==> src/rtl/spc_pkg.sv <==
// Shared definitions for the spc3 configuration receiver: frame-field layout,
// address-width helper and front-end reset defaults.
package spc_pkg;

    typedef enum logic [1:0] {
        COMMIT_NONE = 2'd0,
        COMMIT_OK   = 2'd1,
        COMMIT_REJ  = 2'd2
    } commit_e;

    // A single channel still needs a one-bit address field in the frame.
    function automatic int spc_aw(input int nch);
        return (nch <= 2) ? 1 : $clog2(nch);
    endfunction

    function automatic int spc_data_lsb();
        return 0;
    endfunction

    function automatic int spc_addr_lsb(input int w);
        return w;
    endfunction

    function automatic int spc_par_pos(input int w, input int aw);
        return w + aw;
    endfunction

    function automatic int spc_frame_len(input int w, input int aw);
        return w + aw + 1;
    endfunction

    // Front-end word fields: [3:0] frequency select, [7:4] gain 1,
    // [11:8] gain 2, [15:12] channel enables. All start disabled/lowest.
    localparam logic [3:0]  FE_FSEL_DEF  = 4'h0;
    localparam logic [3:0]  FE_GAIN1_DEF = 4'h0;
    localparam logic [3:0]  FE_GAIN2_DEF = 4'h0;
    localparam logic [3:0]  FE_EN_DEF    = 4'h0;
    localparam logic [15:0] SPC_RST_VAL  = {FE_EN_DEF, FE_GAIN2_DEF, FE_GAIN1_DEF, FE_FSEL_DEF};

endpackage

==> src/rtl/spc_frame_rx.sv <==
// Serial frame receiver: LSB-first shift register, saturating bit counter and
// the length/parity/address validity check presented to the commit logic.
module spc_frame_rx
    import spc_pkg::*;
#(
    parameter int W   = 16,
    parameter int NCH = 4,
    parameter int AW  = spc_aw(NCH)
) (
    input  logic          clk,
    input  logic          resetn,
    input  logic          cfg_in,
    input  logic          cfg_en,
    input  logic          strobe,
    output logic          cfg_out,
    output logic          frame_ok,
    output logic [W-1:0]  data,
    output logic [AW-1:0] addr
);

    localparam int FRAME = spc_frame_len(W, AW);
    localparam int CW    = $clog2(FRAME + 2);
    localparam int DL    = spc_data_lsb();
    localparam int AL    = spc_addr_lsb(W);
    localparam int PP    = spc_par_pos(W, AW);

    logic [FRAME-1:0] sr_reg;
    logic [CW-1:0]    cnt_reg;
    logic             len_ok;
    logic             par_even;
    logic             addr_ok;

    // A commit always wins over shifting; the bit offered in that cycle is dropped.
    always_ff @(posedge clk) begin
        if (!resetn) begin
            sr_reg  <= '0;
            cnt_reg <= '0;
        end else if (strobe) begin
            cnt_reg <= '0;
        end else if (cfg_en) begin
            sr_reg <= {cfg_in, sr_reg[FRAME-1:1]};
            if (cnt_reg != CW'(FRAME + 1)) begin
                cnt_reg <= cnt_reg + 1'b1;
            end
        end
    end

    assign data    = sr_reg[DL +: W];
    assign addr    = sr_reg[AL +: AW];
    assign cfg_out = sr_reg[0];

    // Count saturates one past FRAME so any overrun can never alias back to FRAME.
    assign len_ok   = (cnt_reg == CW'(FRAME));
    assign par_even = ~(^sr_reg[PP-1:0] ^ sr_reg[PP]);
    assign addr_ok  = ({1'b0, addr} < (AW + 1)'(NCH));
    assign frame_ok = len_ok & par_even & addr_ok;

endmodule

==> src/rtl/spc3.sv <==
// Addressed serial configuration register: receives parity-protected frames and
// commits them on Strobe into one of NCH shadow words driving the front-end.
module spc3
    import spc_pkg::*;
#(
    parameter int           W       = 16,
    parameter int           NCH     = 4,
    parameter logic [W-1:0] RST_VAL = W'(SPC_RST_VAL),
    localparam int          AW      = spc_aw(NCH)
) (
    input  logic             Clk,
    input  logic             Resetn,
    input  logic             Cfg_in,
    input  logic             Cfg_en,
    input  logic             Strobe,
    output logic             Cfg_out,
    output logic [NCH*W-1:0] Cfg_word,
    output logic             Update,
    output logic [AW-1:0]    Upd_ch,
    output logic             Err
);

    logic          frame_ok;
    logic [W-1:0]  rx_data;
    logic [AW-1:0] rx_addr;
    commit_e       commit_res;

    logic          update_reg;
    logic [AW-1:0] upd_ch_reg;
    logic          err_reg;

    spc_frame_rx #(
        .W   (W),
        .NCH (NCH),
        .AW  (AW)
    ) u_rx (
        .clk      (Clk),
        .resetn   (Resetn),
        .cfg_in   (Cfg_in),
        .cfg_en   (Cfg_en),
        .strobe   (Strobe),
        .cfg_out  (Cfg_out),
        .frame_ok (frame_ok),
        .data     (rx_data),
        .addr     (rx_addr)
    );

    always_comb begin
        commit_res = COMMIT_NONE;
        if (Strobe) begin
            commit_res = frame_ok ? COMMIT_OK : COMMIT_REJ;
        end
    end

    genvar gi;
    generate
        for (gi = 0; gi < NCH; gi++) begin : g_ch
            logic [W-1:0] word_reg;
            logic         hit;

            assign hit = (commit_res == COMMIT_OK) && (rx_addr == AW'(gi));

            always_ff @(posedge Clk) begin
                if (!Resetn) begin
                    word_reg <= RST_VAL;
                end else if (hit) begin
                    word_reg <= rx_data;
                end
            end

            assign Cfg_word[gi*W +: W] = word_reg;
        end
    endgenerate

    // Upd_ch keeps pointing at the last good write even after a rejected commit.
    always_ff @(posedge Clk) begin
        if (!Resetn) begin
            update_reg <= 1'b0;
            upd_ch_reg <= '0;
            err_reg    <= 1'b0;
        end else begin
            update_reg <= 1'b0;
            unique case (commit_res)
                COMMIT_OK: begin
                    update_reg <= 1'b1;
                    upd_ch_reg <= rx_addr;
                    err_reg    <= 1'b0;
                end
                COMMIT_REJ: begin
                    err_reg <= 1'b1;
                end
                default: ;
            endcase
        end
    end

    assign Update = update_reg;
    assign Upd_ch = upd_ch_reg;
    assign Err    = err_reg;

endmodule
==> config.mk <==
export PLATFORM = sky130hd
export DESIGN_NAME = spc3
export DESIGN_NICKNAME = d
export VERILOG_FILES = /design/src/rtl/spc_pkg.sv /design/src/rtl/spc_frame_rx.sv /design/src/rtl/spc3.sv
export SDC_FILE = /design/constraint.sdc
export NUM_CORES = 1
export LEC_CHECK = 0
export ABC_AREA = 1
export BUFFER_PORTS_ARGS = -buffer_cell sky130_fd_sc_hd__buf_2
export CAP_MARGIN = 5
export CORE_AREA = 2 2 80 113
export CTS_CLUSTER_SIZE = 24
export DETAILED_ROUTE_END_ITERATION = 10
export DIE_AREA = 0 0 82 115
export PLACE_DENSITY_LB_ADDON = 0.15
export SLEW_MARGIN = 20
export SYNTH_ARGS = -nofsm -noshare
export SYNTH_HDL_FRONTEND = slang
export SYNTH_HIERARCHICAL = 1
export SYNTH_SLANG_ARGS = --single-unit
==> constraint.sdc <==
create_clock -name Clk -period 3.96 [get_ports Clk]
set_clock_uncertainty 0.2 [all_clocks]
set_input_delay 0.396 -clock Clk [delete_from_list [all_inputs] [get_ports Clk]]
set_output_delay 0.396 -clock Clk [all_outputs]
set_load 0.005 [all_outputs]
==> results of run 1 <==
==> worst paths after layout <==
kind                          end  cells after the start
max           g_ch[1].word_reg[0]                     13
min               u_rx/sr_reg[18]                      3
max reg2reg   g_ch[1].word_reg[0]                     13
min reg2reg  g_ch[1].word_reg[12]                      2
==> area by class of cell <==
class | instances | area, um^2
multi-input combinational | 402 | 1789
inverter | 43 | 161.4
timing repair buffer | 77 | 407.9
tap | 105 | 131.4
clock buffer | 11 | 232.7
clock inverter | 3 | 40.04
sequential | 92 | 1842
fill | 871 | 3804
==> stage by stage <==
stage                     instances  hold WS (ps)  setup WS (ps)
after floorplan                 585         252.1           1911
after global placement          719         259.2           1310
after detailed placement        719         266.3           1247
after CTS                       733         140.5           1230
after global routing            733         203.7          938.6
final                           733         141.3           1184
==> power groups by stage <==
stage | logic, mW | registers [mW] | clock network (mW)
after detailed placement | 0.158 | 0.979 | 0
after global placement | 0.156 | 0.977 | 0
after CTS | 0.159 | 0.958 | 0.831
after floorplan | 0.140 | 0.973 | 0
final | 0.159 | 0.959 | 0.820
after global routing | 0.180 | 0.961 | 0.869
==> tightest hold or removal path: stages <==
cell and delay [ps]:
sky130_fd_sc_hd__buf_2 70, sky130_fd_sc_hd__o21ai_0 70, sky130_fd_sc_hd__a21oi_1 100
==> synthesized netlist by cell type, drive strengths merged <==
library cell / n
a21oi: 31
buf: 47
clkbuf: 1
dfxtp: 92
ha: 2
inv: 43
nand2: 130
nand3: 58
nor2: 143
nor3: 2
o211a: 1
o21ai: 26
xnor2: 4
xor2: 5
==> cell families after synthesis <==
| logic type | count (synthesis) | share of synthesized area [%] |
|---|---|---|
| AOI/OAI and AO/OA | 58 | 7.385 |
| xor gates and xnor gates | 9 | 1.922 |
| adders and majority gates | 2 | 0.6102 |
| buffers and inverters | 91 | 11.63 |
| DFF | 92 | 44.92 |
| and+or+nand+nor | 333 | 33.54 |
==> metal layers <==
metal  GRT usage, %  up-vias  part of all wire (%)
met3          4.788       12                   5.5
met2          34.47       85                    50
met5              0        -                     0
li1               -     1879                     -
met1          27.45     1632                    43
met4          6.667        0                   1.5
==> run summary, run 1 <==
=======================================================================================
Status                                                                        completed
Max Freq                                                                      360.2 MHz
Post-DRT Antenna Nets                                                                 0
Proportion of power drawn by combinational gates                                   8.2%
Most used cell along the critical path                                     sky130_fd_sc_hd__nand3_1
Die outline height                                                               115 um
Required time worst endpoint                                                    4000 ps
Worst vdd rail ir drop                                                      0.0002461 V
Row count                                                                            40
Number of violations reported at the end of detailed-routing iteration 0            321
Total vias in the final route                                                      3608
Commonest non-fill, non-tap cells in the layout                            136 x sky130_fd_sc_hd__nor2_1, 124 x sky130_fd_sc_hd__nand2_1, 92 x sky130_fd_sc_hd__dfxtp_1
Average size of a mapped cell                                                7.009 um^2
Synth area leader                                                          sky130_fd_sc_hd__dfxtp_1
Share of total power in the clock network                                         42.3%
Syn_nets                                                                            592
Standard cell core area                                                       8408 um^2
First-pass iteration count of the detailed router                                     4
Remaining routing DRC violations                                                      0
Relative contribution of sequential cells to total power                          49.5%
Number of flip-flops in the largest register                                         64
Leak pwr                                                                       2.166 nW
Post-route design area                                                        4604 um^2
Critical Path End Type                                                         register
Worst path max stage delay                                                       560 ps
Start of the worst register-to-register path                               u_rx/sr_reg[16]
Count of synthesis-stage warnings from yosys                                          6
Root Buffer Master                                                         sky130_fd_sc_hd__clkbuf_16
Number of sinks handled by clock tree synthesis                                      92
Sw power                                                                       471.9 uW
Number of unique standard cell types used by synthesis                               24
Post-synthesis instance area                                                  4100 um^2
Maximum Capacitance Violations                                                        0
Worst slew margin relative to its limit                                          41.27%
Count of hold-fix buffers inserted at cts                                             0
Number of resized instances in the post-cts repair step                               0
Leading post-synthesis cells by cell area                                  sky130_fd_sc_hd__dfxtp_1 45%, sky130_fd_sc_hd__nor2_1 13%, sky130_fd_sc_hd__nand2_1 11%
Routed length per placed instance                                              13.16 um
Synthesized flop and latch total                                                     92
Syn Inst Count                                                                      585
Final-report max-slew violation count                                                 0
Worst Min Path Start                                                             Cfg_in
Clock transition at the registers of the reported paths                           60 ps
Critical path fanouts, max                                                           45
# nets final                                                                        632
Arrival time at the worst endpoint                                              2810 ps
Kind of path behind the tightest hold check                                      in2reg
Endpoints failing setup                                                               0
Clk Latency, worst-skew pair                                                     340 ps
Die Span X                                                                        82 um
Total detailed-routing wirelength                                              9.649 mm
Placement Cell Area                                                           4327 um^2
I/O Buffers                                                                          73
Initial antenna violation count                                                       0
Crit-path leading delay family                                             buffers and inverters
Vias in the first global route                                                     3019
Critical Path Start                                                        u_rx/sr_reg[16]
Maximum buffer depth of the clock tree                                                2
Pin count of the biggest net entering global routing                                 54
Final Critical Period                                                           2776 ps
TritonCTS clock tree                                                              built
Crit path cell chain                                                       xor2_1 -> nand3_1 -> nand2_2 -> inv_2 -> nand2_2 -> nand3_1 -> a21oi_2 -> nand2_4 -> inv_1 -> buf_12 -> nand3_1 -> nand2_1 -> nor2_1
Worst setup SP type                                                            register
Via count normalized by instance count                                            4.922
Number of clock buffers inserted by TritonCTS                                         9
Most common library cell in the layout ignoring fill and taps              sky130_fd_sc_hd__nor2_1
Final Hold Violating Endpoints                                                        0
Global-route wire length before repair                                         15.06 mm
Combined global-route utilization of all metal layers                            21.10%
Post-detail-place hpwl                                                         6.654 mm
Number of antenna diodes                                                              0
Number of primary I/O pins                                                           74
Initial Util                                                                     48.76%
Slowest CP cell                                                            sky130_fd_sc_hd__dfxtp_1
Worst path bufs/invs                                                                  3
Final weighted congestion in routability-driven placement                        0.7835
Sequential area share after synthesis                                            44.92%
Kind of critical path                                                           reg2reg
Fraction of layout cells with a size suffix above 1                              17.20%
Deepest level of the CTS H-tree                                                       3
RSZ-0062 raised after global routing                                                 no
DIE AREA                                                                      9430 um^2
Top cell type's share of synthesized area                                        44.92%
Internal Power                                                                 1.466 mW
Final global-route overflow total                                                     0
Net switching share of the total power                                           24.35%
Power Dens Cells                                                           421.0 nW/um^2
Setup TNS                                                                          0 ps
Setup fix buffers added after clock tree synthesis                                    0
Post-layout power                                                              1.938 mW
Area growth syn-to-layout                                                        12.30%
Post-route clock period utilization                                              70.11%
Slack of the worst reg-to-reg path                                              1180 ps
Slew at the pin with the worst max-slew slack                                  880.9 ps
Utilization after layout                                                         54.76%
=======================================================================================
Power figures use the tool's default switching activity.
==> run 2: changes to the inputs <==
--- a/config.mk
+++ b/config.mk
@@ -5,13 +5,13 @@
 export SDC_FILE = /design/constraint.sdc
 export NUM_CORES = 1
 export LEC_CHECK = 0
-export ABC_AREA = 1
+export ABC_AREA = 0
 export BUFFER_PORTS_ARGS = -buffer_cell sky130_fd_sc_hd__buf_2
 export CAP_MARGIN = 5
-export CORE_AREA = 2 2 80 113
+export CORE_AREA = 2 2 78 110
 export CTS_CLUSTER_SIZE = 24
 export DETAILED_ROUTE_END_ITERATION = 10
-export DIE_AREA = 0 0 82 115
+export DIE_AREA = 0 0 80 112
 export PLACE_DENSITY_LB_ADDON = 0.15
 export SLEW_MARGIN = 20
 export SYNTH_ARGS = -nofsm -noshare
==> constraint.sdc (replaced) <==
create_clock -name Clk -period 2.35 [get_ports Clk]
set_clock_uncertainty 0.2 [all_clocks]
set_input_delay 0.235 -clock Clk [delete_from_list [all_inputs] [get_ports Clk]]
set_output_delay 0.235 -clock Clk [all_outputs]
set_load 0.005 [all_outputs]
==> run 2 against run 1 <==
  * Largest power group unchanged
  * The run now ends with setup timing left
  * Highest routed layer unchanged
  * First-iteration DRC count fell by 66%
  * Maximum frequency rose by 14%
  * Critical path depth fell by 5
==> run summary, run 2 <==
=======================================================================================
Status                                                                     finished, violations left
Violated checks                                                            setup timing
Most common library cell in the layout ignoring fill and taps              sky130_fd_sc_hd__nand2_1
Final Hold Violating Endpoints                                                        0   unchanged
Power Dens Cells                                                           657.8 nW/um^2   +56%
Sequential area share after synthesis                                            48.44%   +3.5 points
Syn Inst Count                                                                      389   -34%
Commonest non-fill, non-tap cells in the layout                            119 x sky130_fd_sc_hd__nand2_1, 88 x sky130_fd_sc_hd__dfxtp_1, 73 x sky130_fd_sc_hd__buf_2
# fillers                                                                           750   -14%
I/O Buffers                                                                          73   unchanged
Number of cells in the finished layout apart from fillers                           563   -23%
Fraction of registers with async set or reset after synthesis                        0%   unchanged
Average size of a mapped cell                                                9.775 um^2   +39%
Maximum buffer depth of the clock tree                                                2   unchanged
Root Buffer Master                                                         sky130_fd_sc_hd__clkbuf_16
Net switching share of the total power                                           19.95%   -4.4 points
TritonCTS clock tree                                                              built
Remaining routing DRC violations                                                      0   unchanged
Count of synthesis-stage warnings from yosys                                          6   unchanged
Final global-route overflow total                                                     0   unchanged
Relative contribution of sequential cells to total power                          51.5%   +2.0 points
Final weighted congestion in routability-driven placement                        0.7291   -6.9%
Post-detail-place hpwl                                                         5.459 mm   -18%
Die Span X                                                                        80 um   -2.4%
Number of flip-flops in the largest register                                         64   unchanged
Worst vdd rail ir drop                                                      0.0003849 V   +56%
Clk Latency, worst-skew pair                                                     330 ps   about the same
Routed length per placed instance                                              14.36 um   +9.1%
Worst hold slack across all endpoints                                          67.60 ps   -73.72 ps
Post-DRT Antenna Nets                                                                 0   unchanged
Number of primary I/O pins                                                           74   unchanged
Post-route clock period utilization                                              103.4%   +33 points
Number of placed instances with taps included                                       544   -24%
Most used routing layer                                                            met2
Final-report max-slew violation count                                                 0   unchanged
RSZ-0062 raised after global routing                                                yes
Deepest level of the CTS H-tree                                                       3   unchanged
Syn_nets                                                                            396   -33%
Fraction of layout cells with a size suffix above 1                              27.11%   +9.9 points
Post-route design area                                                        4622 um^2   +0.38%
Number of clock buffers inserted by TritonCTS                                         9   unchanged
Slowest CP cell                                                            sky130_fd_sc_hd__xnor3_1
Total detailed-routing wirelength                                              8.086 mm   -16%
Most used cell along the critical path                                     sky130_fd_sc_hd__xnor2_1
Number of enable-type register cells in the synthesized netlist                       0   unchanged
Endpoints failing setup                                                              58   +58
Standard cell core area                                                       8003 um^2   -4.8%
Smallest setup slack after layout                                             -78.80 ps   -1262 ps
Top cell type's share of synthesized area                                        48.44%   +3.5 points
Total vias in the final route                                                      2713   -25%
First-pass iteration count of the detailed router                                     4   unchanged
Vias in the first global route                                                     2577   -15%
DIE AREA                                                                      8960 um^2   -5.0%
Worst slew margin relative to its limit                                          69.98%   +29 points
Number of antenna diodes                                                              0   unchanged
Synthesized flop and latch total                                                     92   unchanged
Synth area leader                                                          sky130_fd_sc_hd__dfxtp_1
Multi-input combinational cell area                                           1690 um^2   -5.5%
Number of violations reported at the end of detailed-routing iteration 0            108   -66%
Row count                                                                            39   -2.5%
Worst path bufs/invs                                                                  1   -2
Combined global-route utilization of all metal layers                            18.92%   -2.2 points
Number of sinks handled by clock tree synthesis                                      92   unchanged
Critical path fanouts, max                                                            8   -82%
Post-synthesis instance area                                                  3802 um^2   -7.3%
Number of unique standard cell types used by synthesis                               31   +29%
Worst setup SP type                                                            register
Initial antenna violation count                                                       0   unchanged
Proportion of power drawn by combinational gates                                   2.5%   -5.7 points
Top cells by instance count after synthesis                                119 x sky130_fd_sc_hd__nand2_1, 92 x sky130_fd_sc_hd__dfxtp_1, 65 x sky130_fd_sc_hd__mux2i_1
Global-route wire length before repair                                         13.10 mm   -13%
Initial Util                                                                     47.51%   -1.3 points
Area growth syn-to-layout                                                        21.55%
Fraction of met3 tracks used by global routing                                   4.619%   -0.17 points
Met2 layer usage reported by global route                                        29.61%   -4.9 points
Maximum Capacitance Violations                                                        0   unchanged
Leak pwr                                                                       2.207 nW   +1.9%
Kind of critical path                                                           reg2reg
Die outline height                                                               112 um   -2.6%
Max Freq                                                                      411.7 MHz   +14%
Sequential cell area                                                          1847 um^2   +0.27%
Arrival time at the worst endpoint                                              2480 ps   -330 ps
Pin count of the biggest net entering global routing                                 62   +15%
Leading post-synthesis cells by cell area                                  sky130_fd_sc_hd__dfxtp_1 48%, sky130_fd_sc_hd__mux2i_1 17%, sky130_fd_sc_hd__nand2_1 12%
Crit path cell chain                                                       xnor2_2 -> xnor2_1 -> xnor3_1 -> xnor2_1 -> and4b_1 -> and4b_2 -> buf_12 -> mux2i_1
Clock transition at the registers of the reported paths                           60 ps   about the same
Worst path max stage delay                                                       440 ps   -120 ps
Internal Power                                                                 2.434 mW   +66%
Met1 Usage GRT                                                                   25.22%   -2.2 points
Slew at the pin with the worst max-slew slack                                  448.3 ps   -432.6 ps
Sw power                                                                       606.5 uW   +29%
Critical Path End Type                                                         register
Via count normalized by instance count                                            4.819   -2.1%
# nets final                                                                        464   -27%
Share of total power in the clock network                                         46.0%   +3.7 points
Required time worst endpoint                                                    2400 ps   -1600 ps
Most repeated cell in the gate-level netlist after synthesis               sky130_fd_sc_hd__nand2_1
Final Critical Period                                                           2429 ps   -347.5 ps
Crit-path leading delay family                                             XOR/XNOR gates
Top_reg_cell synth                                                         sky130_fd_sc_hd__dfxtp_1
Kind of path behind the tightest hold check                                      in2reg
Placement Cell Area                                                           4253 um^2   -1.7%
=======================================================================================
## run 2: changes by cell type after synthesis, sizes merged, moves of 12 or more
cell,change
mux2i,+65
a21boi,+19
buf,-12
nor2,-137
o21ai,-25
nand3,-56
inv,-39
a21oi,-28
## run 2: power groups by stage
stage / registers [mW] / logic, mW / clock network [mW]
6_report: 1.57 / 0.0748 / 1.40
2_1_floorplan: 1.60 / 0.0537 / 0
3_5_place_dp: 1.60 / 0.0746 / 0
3_3_place_gp: 1.60 / 0.0739 / 0
4_1_cts: 1.57 / 0.0761 / 1.43
5_1_grt: 1.56 / 0.0840 / 1.50
## run 2: logic make-up (layout without fill, tap and decap cells)
family | count (synthesis) | after routing | share of synthesized area (%)
AO/OA/AOI/OAI | 26 | 26 | 4.969
XOR/XNOR | 21 | 21 | 5.397
adder cells (fa/ha/maj) | 2 | 2 | 0.6580
buffers and inverters | 45 | 117 | 8.226
flip-flops | 92 | 92 | 48.44
multiplexers | 65 | 65 | 17.11
AND/OR/NAND/NOR | 138 | 138 | 15.20
## run 2: per-layer routing
| layer | vias up | wire (um) | share of wire [%] |
|---|---|---|---|
| met1 | 1277 | 3736 | 46 |
| met5 | - | 0 | 0 |
| met2 | 45 | 3983 | 49 |
| met4 | 0 | 79 | 0.98 |
| li1 | 1385 | - | - |
| met3 | 6 | 287 | 3.5 |
## run 2: metrics by stage
step	setup TNS, ps	worst slack (ps)	util [%]	total power, mW
floorplan	-410.3	-41.04	-	1.654
global placement	-59.45	-7.996	53.14	1.674
detailed placement	-704.6	-52.65	53.14	1.675
CTS	-2487	-81.00	56.93	3.073
global route	-9121	-194.4	57.75	3.148
finish	-2389	-78.80	57.75	3.040
## run 2: final cells by class
type	instances	area share [%]
timing repair buffer	98	14.21
clock inverter	2	0.7580
inverter	4	0.3249
sequential	92	39.96
tap	102	2.761
clock buffer	13	5.414
multi-input combinational	252	36.57
## run 2: repair_timing
item | CTS | global route
gates resized for setup | 0 | 5
endpoints found under the hold margin | 1 | 0
hold buffers | 1 | 0
endpoints found under the setup margin | 32 | 66
pin swaps | 0 | 1
buffers inserted | 1 | 0
cloned | 0 | 2
## run 2: worst paths after layout
check	start	endpoint	slack, ps	cells past startpoint
min	Strobe	Err	70	2
max	u_rx/sr_reg[11]	g_ch[1].word_reg[10]	-80	8
max reg2reg	u_rx/sr_reg[11]	g_ch[1].word_reg[10]	-80	8
min reg2reg	g_ch[3].word_reg[5]	g_ch[3].word_reg[5]	250	2
